### src/rtl/mantenimiento_planificador.sv
// Round-robin scheduler that shares one maintenance unit among N_REQ machines.
// It drives the start/stop handshake and reports completion or a timeout.
module mantenimiento_planificador #(
    parameter int N_REQ   = 4,
    parameter int DUR_W   = 8,
    parameter int TIMEOUT = 16
) (
    input  logic                   clk,
    input  logic                   reset_n,
    input  logic [N_REQ-1:0]       req,
    input  logic [N_REQ*DUR_W-1:0] req_dur,
    input  logic                   mnt_terminado,
    input  logic                   clr_error,
    output logic                   mnt_iniciar,
    output logic                   mnt_detener,
    output logic [N_REQ-1:0]       grant,
    output logic [N_REQ-1:0]       done,
    output logic                   busy,
    output logic                   error,
    output logic [7:0]             served_cnt
);

    localparam int IDX_W = $clog2(N_REQ);
    localparam int TMR_W = $clog2(TIMEOUT + 1);

    typedef enum logic [2:0] {
        S_IDLE,
        S_START,
        S_RUN,
        S_STOP,
        S_DONE
    } state_t;

    state_t           r_state;
    state_t           w_next;
    logic [IDX_W-1:0] r_sel;
    logic [IDX_W-1:0] r_rr_ptr;
    logic [IDX_W-1:0] w_pick;
    logic [IDX_W-1:0] w_sel_inc;
    logic             w_found;
    logic [DUR_W-1:0] r_dur;
    logic [DUR_W-1:0] r_cnt;
    logic [DUR_W-1:0] w_pick_dur;
    logic [DUR_W-1:0] w_durs [N_REQ];
    logic [TMR_W-1:0] r_timer;
    logic             w_timeout;
    logic [7:0]       r_served_cnt;
    logic             r_error;
    logic [N_REQ-1:0] w_sel_onehot;

    always_comb begin
        for (int i = 0; i < N_REQ; i++) begin
            w_durs[i] = req_dur[i*DUR_W +: DUR_W];
        end
    end

    // First pending requester at or after the rotation pointer, with wrap.
    always_comb begin
        // NOTE: every combinational output gets a default first so no path can infer a latch.
        w_found = 1'b0;
        w_pick  = '0;
        for (int off = 0; off < N_REQ; off++) begin
            int idx;
            idx = int'(r_rr_ptr) + off;
            if (idx >= N_REQ) begin
                idx = idx - N_REQ;
            end
            if (!w_found && req[idx]) begin
                w_found = 1'b1;
                w_pick  = IDX_W'(idx);
            end
        end
    end

    assign w_pick_dur = w_durs[w_pick];
    assign w_sel_inc  = (r_sel == IDX_W'(N_REQ - 1)) ? '0 : r_sel + IDX_W'(1);
    assign w_timeout  = (r_state == S_STOP) && !mnt_terminado
                        && (r_timer == TMR_W'(TIMEOUT - 1));

    always_ff @(posedge clk or negedge reset_n) begin
        if (!reset_n) begin
            r_state <= S_IDLE;
        end else begin
            // NOTE: sequential state uses non-blocking assignments so all flops update together.
            r_state <= w_next;
        end
    end

    always_comb begin
        w_next = r_state;
        case (r_state)
            S_IDLE:  if (w_found) w_next = S_START;
            S_START: w_next = S_RUN;
            S_RUN:   if (r_cnt == DUR_W'(1)) w_next = S_STOP;
            S_STOP: begin
                if (mnt_terminado) begin
                    w_next = S_DONE;
                end else if (w_timeout) begin
                    w_next = S_IDLE;
                end
            end
            S_DONE:  w_next = S_IDLE;
            default: w_next = S_IDLE;
        endcase
    end

    always_ff @(posedge clk or negedge reset_n) begin
        if (!reset_n) begin
            r_sel        <= '0;
            r_rr_ptr     <= '0;
            r_dur        <= '0;
            r_cnt        <= '0;
            r_timer      <= '0;
            r_served_cnt <= '0;
            r_error      <= 1'b0;
        end else begin
            case (r_state)
                S_IDLE: begin
                    if (w_found) begin
                        r_sel <= w_pick;
                        r_dur <= (w_pick_dur == '0) ? DUR_W'(1) : w_pick_dur;
                    end
                end
                S_START: begin
                    r_cnt   <= r_dur;
                    r_timer <= '0;
                end
                S_RUN: r_cnt <= r_cnt - DUR_W'(1);
                S_STOP: begin
                    if (mnt_terminado || w_timeout) begin
                        r_timer <= '0;
                    end else begin
                        r_timer <= r_timer + TMR_W'(1);
                    end
                    if (w_timeout) begin
                        r_rr_ptr <= w_sel_inc;
                    end
                end
                S_DONE: begin
                    r_served_cnt <= r_served_cnt + 8'd1;
                    r_rr_ptr     <= w_sel_inc;
                end
                default: ;
            endcase

            // A timeout in the same cycle as a clear leaves the flag set.
            if (w_timeout) begin
                r_error <= 1'b1;
            end else if (clr_error) begin
                r_error <= 1'b0;
            end
        end
    end

    assign w_sel_onehot = {{(N_REQ-1){1'b0}}, 1'b1} << r_sel;

    assign mnt_iniciar = (r_state == S_START);
    assign mnt_detener = (r_state == S_STOP);
    assign busy        = (r_state != S_IDLE);
    assign grant       = (r_state != S_IDLE) ? w_sel_onehot : '0;
    assign done        = (r_state == S_DONE) ? w_sel_onehot : '0;
    assign error       = r_error;
    assign served_cnt  = r_served_cnt;

endmodule

### config.mk
export PLATFORM = sky130hd
export DESIGN_NAME = mantenimiento_planificador
export DESIGN_NICKNAME = d
export VERILOG_FILES = /design/src/rtl/mantenimiento_planificador.sv
export SDC_FILE = /design/constraint.sdc
export NUM_CORES = 1
export LEC_CHECK = 0
export CAP_MARGIN = 10
export CORE_ASPECT_RATIO = 0.5
export CORE_MARGIN = 10
export CORE_UTILIZATION = 52
export CTS_CLUSTER_DIAMETER = 80
export CTS_CLUSTER_SIZE = 12
export DETAILED_ROUTE_END_ITERATION = 10
export PLACE_DENSITY = 0.95
export SYNTH_ARGS = -nofsm -noshare
export SYNTH_HDL_FRONTEND = slang
export SYNTH_SLANG_ARGS = --single-unit
### constraint.sdc
create_clock -name clk -period 5.2 [get_ports clk]
set_input_delay 0.78 -clock clk [delete_from_list [all_inputs] [get_ports clk]]
set_output_delay 0.78 -clock clk [all_outputs]
set_load 0.02 [all_outputs]
==> metrics.yaml <==
route:
  dr_wl_met2_um: 2650
  drc_errors: 0
  drt_wl_total_um: 5270
  ant_nets: 0
  wl_met3_um: 366
  num_vias: 1826
  vias_per_cell: 5.42
  dr.pass1.iters: 4
  drt_iter0_markers: 121
  m1WireLength_um: 2190
  top_layer_used: "met4"
  wl_per_cell_um: 15.6
worst_setup_path:
  worstSetupEndpointType: "output pin"
  crit-reg2reg-capture: "r_dur[0]"
  crit_arrival_ps: 2180
  required_ps: 4420
  r2r_start: "r_rr_ptr[1]"
  start_kind: "flip-flop"
  critPathKind: "reg -> out"
  r2r_cells: 7
  r2r_setup_slack_ps: 2840
  startpoint: "r_state[1]"
  cp_max_fo: 10
layout:
  diodes: 0
  area_growth_syn_to_layout_pct: 31.7
  seq_area_um2: 926
  layout_commonest_cell: "clkdlybuf4s50_1"
  fin_cells: 337
  final_core_util_pct: 72.5
  layout_common_cells: "59 x clkdlybuf4s50_1, 37 x dfrtp_1, 27 x nand2_1"
  fill_cells: 267
  nets: 331
  drive_above_1_share_pct: 8.13
  multi_input_area_um2: 1150
pwr:
  power_leakage_uw: 0.00133
  ir_worst_vdd_mv: 0.200
  cellPowerDensity_nw_per_um2: 478
synth:
  synth_cell_types: 43
  synth-edff-count: 0
  synth_area_um2: 2180
  syn-num-nets: 271
  synth-main-ff-cell: "dfrtp_1"
  synth-seq-cells: 37
  syn_inst: 222
  async_flop_share_pct: 100
  syn_area_per_cell_um2: 9.83
  ys_seq_area_share_pct: 42.4
  ys_warn_count: 0
global_route:
  grt_pass1_vias: 1915
  grt_antenna_before_repair: 0
  overflow: 0
  track_usage_pct: 14.8
  grt_pass1_wl_um: 9070
  grt_max_degree: 38
clocking:
  clk_latency_ps: 290
  clock-sinks: 37
  cts_tree: "yes"
  cts.clk_slew.worst_paths_ps: 80
  cts.htree.levels: 2
  post_cts_resized: 0
  clk_path_buf_depth: 2
  cts_setup_buffers: 0
  cts-root-buf: "clkbuf_8"
  hold_buffers: 0
  numCtsBuffers: 5
die:
  die_x_um: 112
  dieArea_um2: 7340
  initial_core_util_pct: 55.1
  core_um2: 3960
  io-pin-count: 60
  rows: 16
  die_y_um: 65.8
sta:
  setup_tns_ps: 0
  max-slew-margin-rel_pct: 29.6
  slew_violations: 0
  rsz0062_at_grt: "no"
  final-setup-viol-count: 0
  fin_hold_ws_ps: 472
  worst_pin_slew_ps: 1060
  min_period_ps: 2960
  timing.fmax_mhz: 337
  hold_viol: 0
  clock_skew_ps: 6.46
  period_share_pct: 57.0
placed_design:
  place_inst: 329
  dpl.hpwl_um: 4170
  gp_congestion: 0.886
  numPortBuffers: 59
flow_run:
  drv_cap: 0
hold_path:
  hold_depth: 1
  hold_start: "served_cnt[7]"
  hold_class: "reg -> reg"
  holdPathEnd: "served_cnt[7]"
run_status:
  status: "finished, final reports clean"
flip-flops by register name (all words and copies together), names as in the netlist:
register	cells
r_timer	5
r_cnt	8
served_cnt	8
error	1
r_rr_ptr	2
r_state	3
r_sel	2
r_dur	8
stage by stage:
step	worst slack (ps)	area (µm²)	total power, µW
2_1_floorplan	3170	2180	971
3_3_place_gp	2090	2790	1130
3_5_place_dp	1960	2790	1180
4_1_cts	2230	2870	1380
5_1_grt	2130	2870	1480
6_report	2240	2870	1370
cell usage after synthesis, types with 2 or more instances:
| cell type | number | area [µm²] |
|---|---|---|
| clkbuf_1 | 4 | 15.0 |
| and3_1 | 5 | 31.3 |
| nor2b_1 | 4 | 25.0 |
| ha_1 | 9 | 113 |
| xor2_1 | 3 | 26.3 |
| o22ai_1 | 2 | 12.5 |
| mux2i_1 | 20 | 200 |
| xnor2_1 | 4 | 35.0 |
| nand2_1 | 27 | 101 |
| and2_1 | 5 | 31.3 |
| o21ai_0 | 9 | 45.0 |
| nand4_1 | 3 | 18.8 |
| a21o_1 | 2 | 15.0 |
| nor4_1 | 3 | 18.8 |
| nand2b_1 | 4 | 25.0 |
| a21oi_1 | 9 | 45.0 |
| mux2_2 | 6 | 67.6 |
| mux2_4 | 4 | 60.1 |
| dfrtp_1 | 37 | 926 |
| o21ai_1 | 7 | 35.0 |
| nand3_1 | 4 | 20.0 |
| nor3_1 | 6 | 30.0 |
| nor2_1 | 15 | 56.3 |
| a311oi_1 | 2 | 17.5 |
| inv_1 | 10 | 37.5 |
critical path, stage by stage, from the launching register on:
cell	delay, ps
dfrtp_1	480
nor3b_2	580
and2_1	220
clkdlybuf4s50_1	610
cells by family after synthesis:
kind of cell | synth area share (%)
buf+inv | 4.64
compound gates | 10.4
simple gates | 19.5
fa+ha+maj | 5.16
mux | 15.0
xor+xnor | 2.81
flops | 42.4
how the worst max path moves through the flow:
stage                     endpoint  slack, ps  cells past startpoint
after floorplan           r_dur[0]       3170                      6
after global placement    r_dur[7]       2090                      8
after detailed placement  r_dur[0]       1960                      8
after CTS                  done[2]       2230                      3
after global routing       done[2]       2130                      3
final                      done[2]       2240                      3
per-layer routing:
metal | global-route usage (%) | up-vias
met3 | 4.71 | 5
met4 | 5.25 | 0
met1 | 16.2 | 869
met2 | 26.8 | 56
li1 | - | 896
met5 | 0 | -
area by class of cell:
class	instances	area share (%)
Timing Repair Buffer	60	20.8
Clock inverter	3	0.609
Clock buffer	5	2.39
Inverter	11	1.44
Tap cell	54	2.35
Sequential cell	37	32.2
Multi-Input combinational cell	167	40.2
report_power, final:
part | internal (µW) | switching, µW
sequential | 393 | 110
combinational | 312 | 363
clock | 92.4 | 105
total | 797 | 578
No activity file was read; power rests on OpenSTA's default activity.
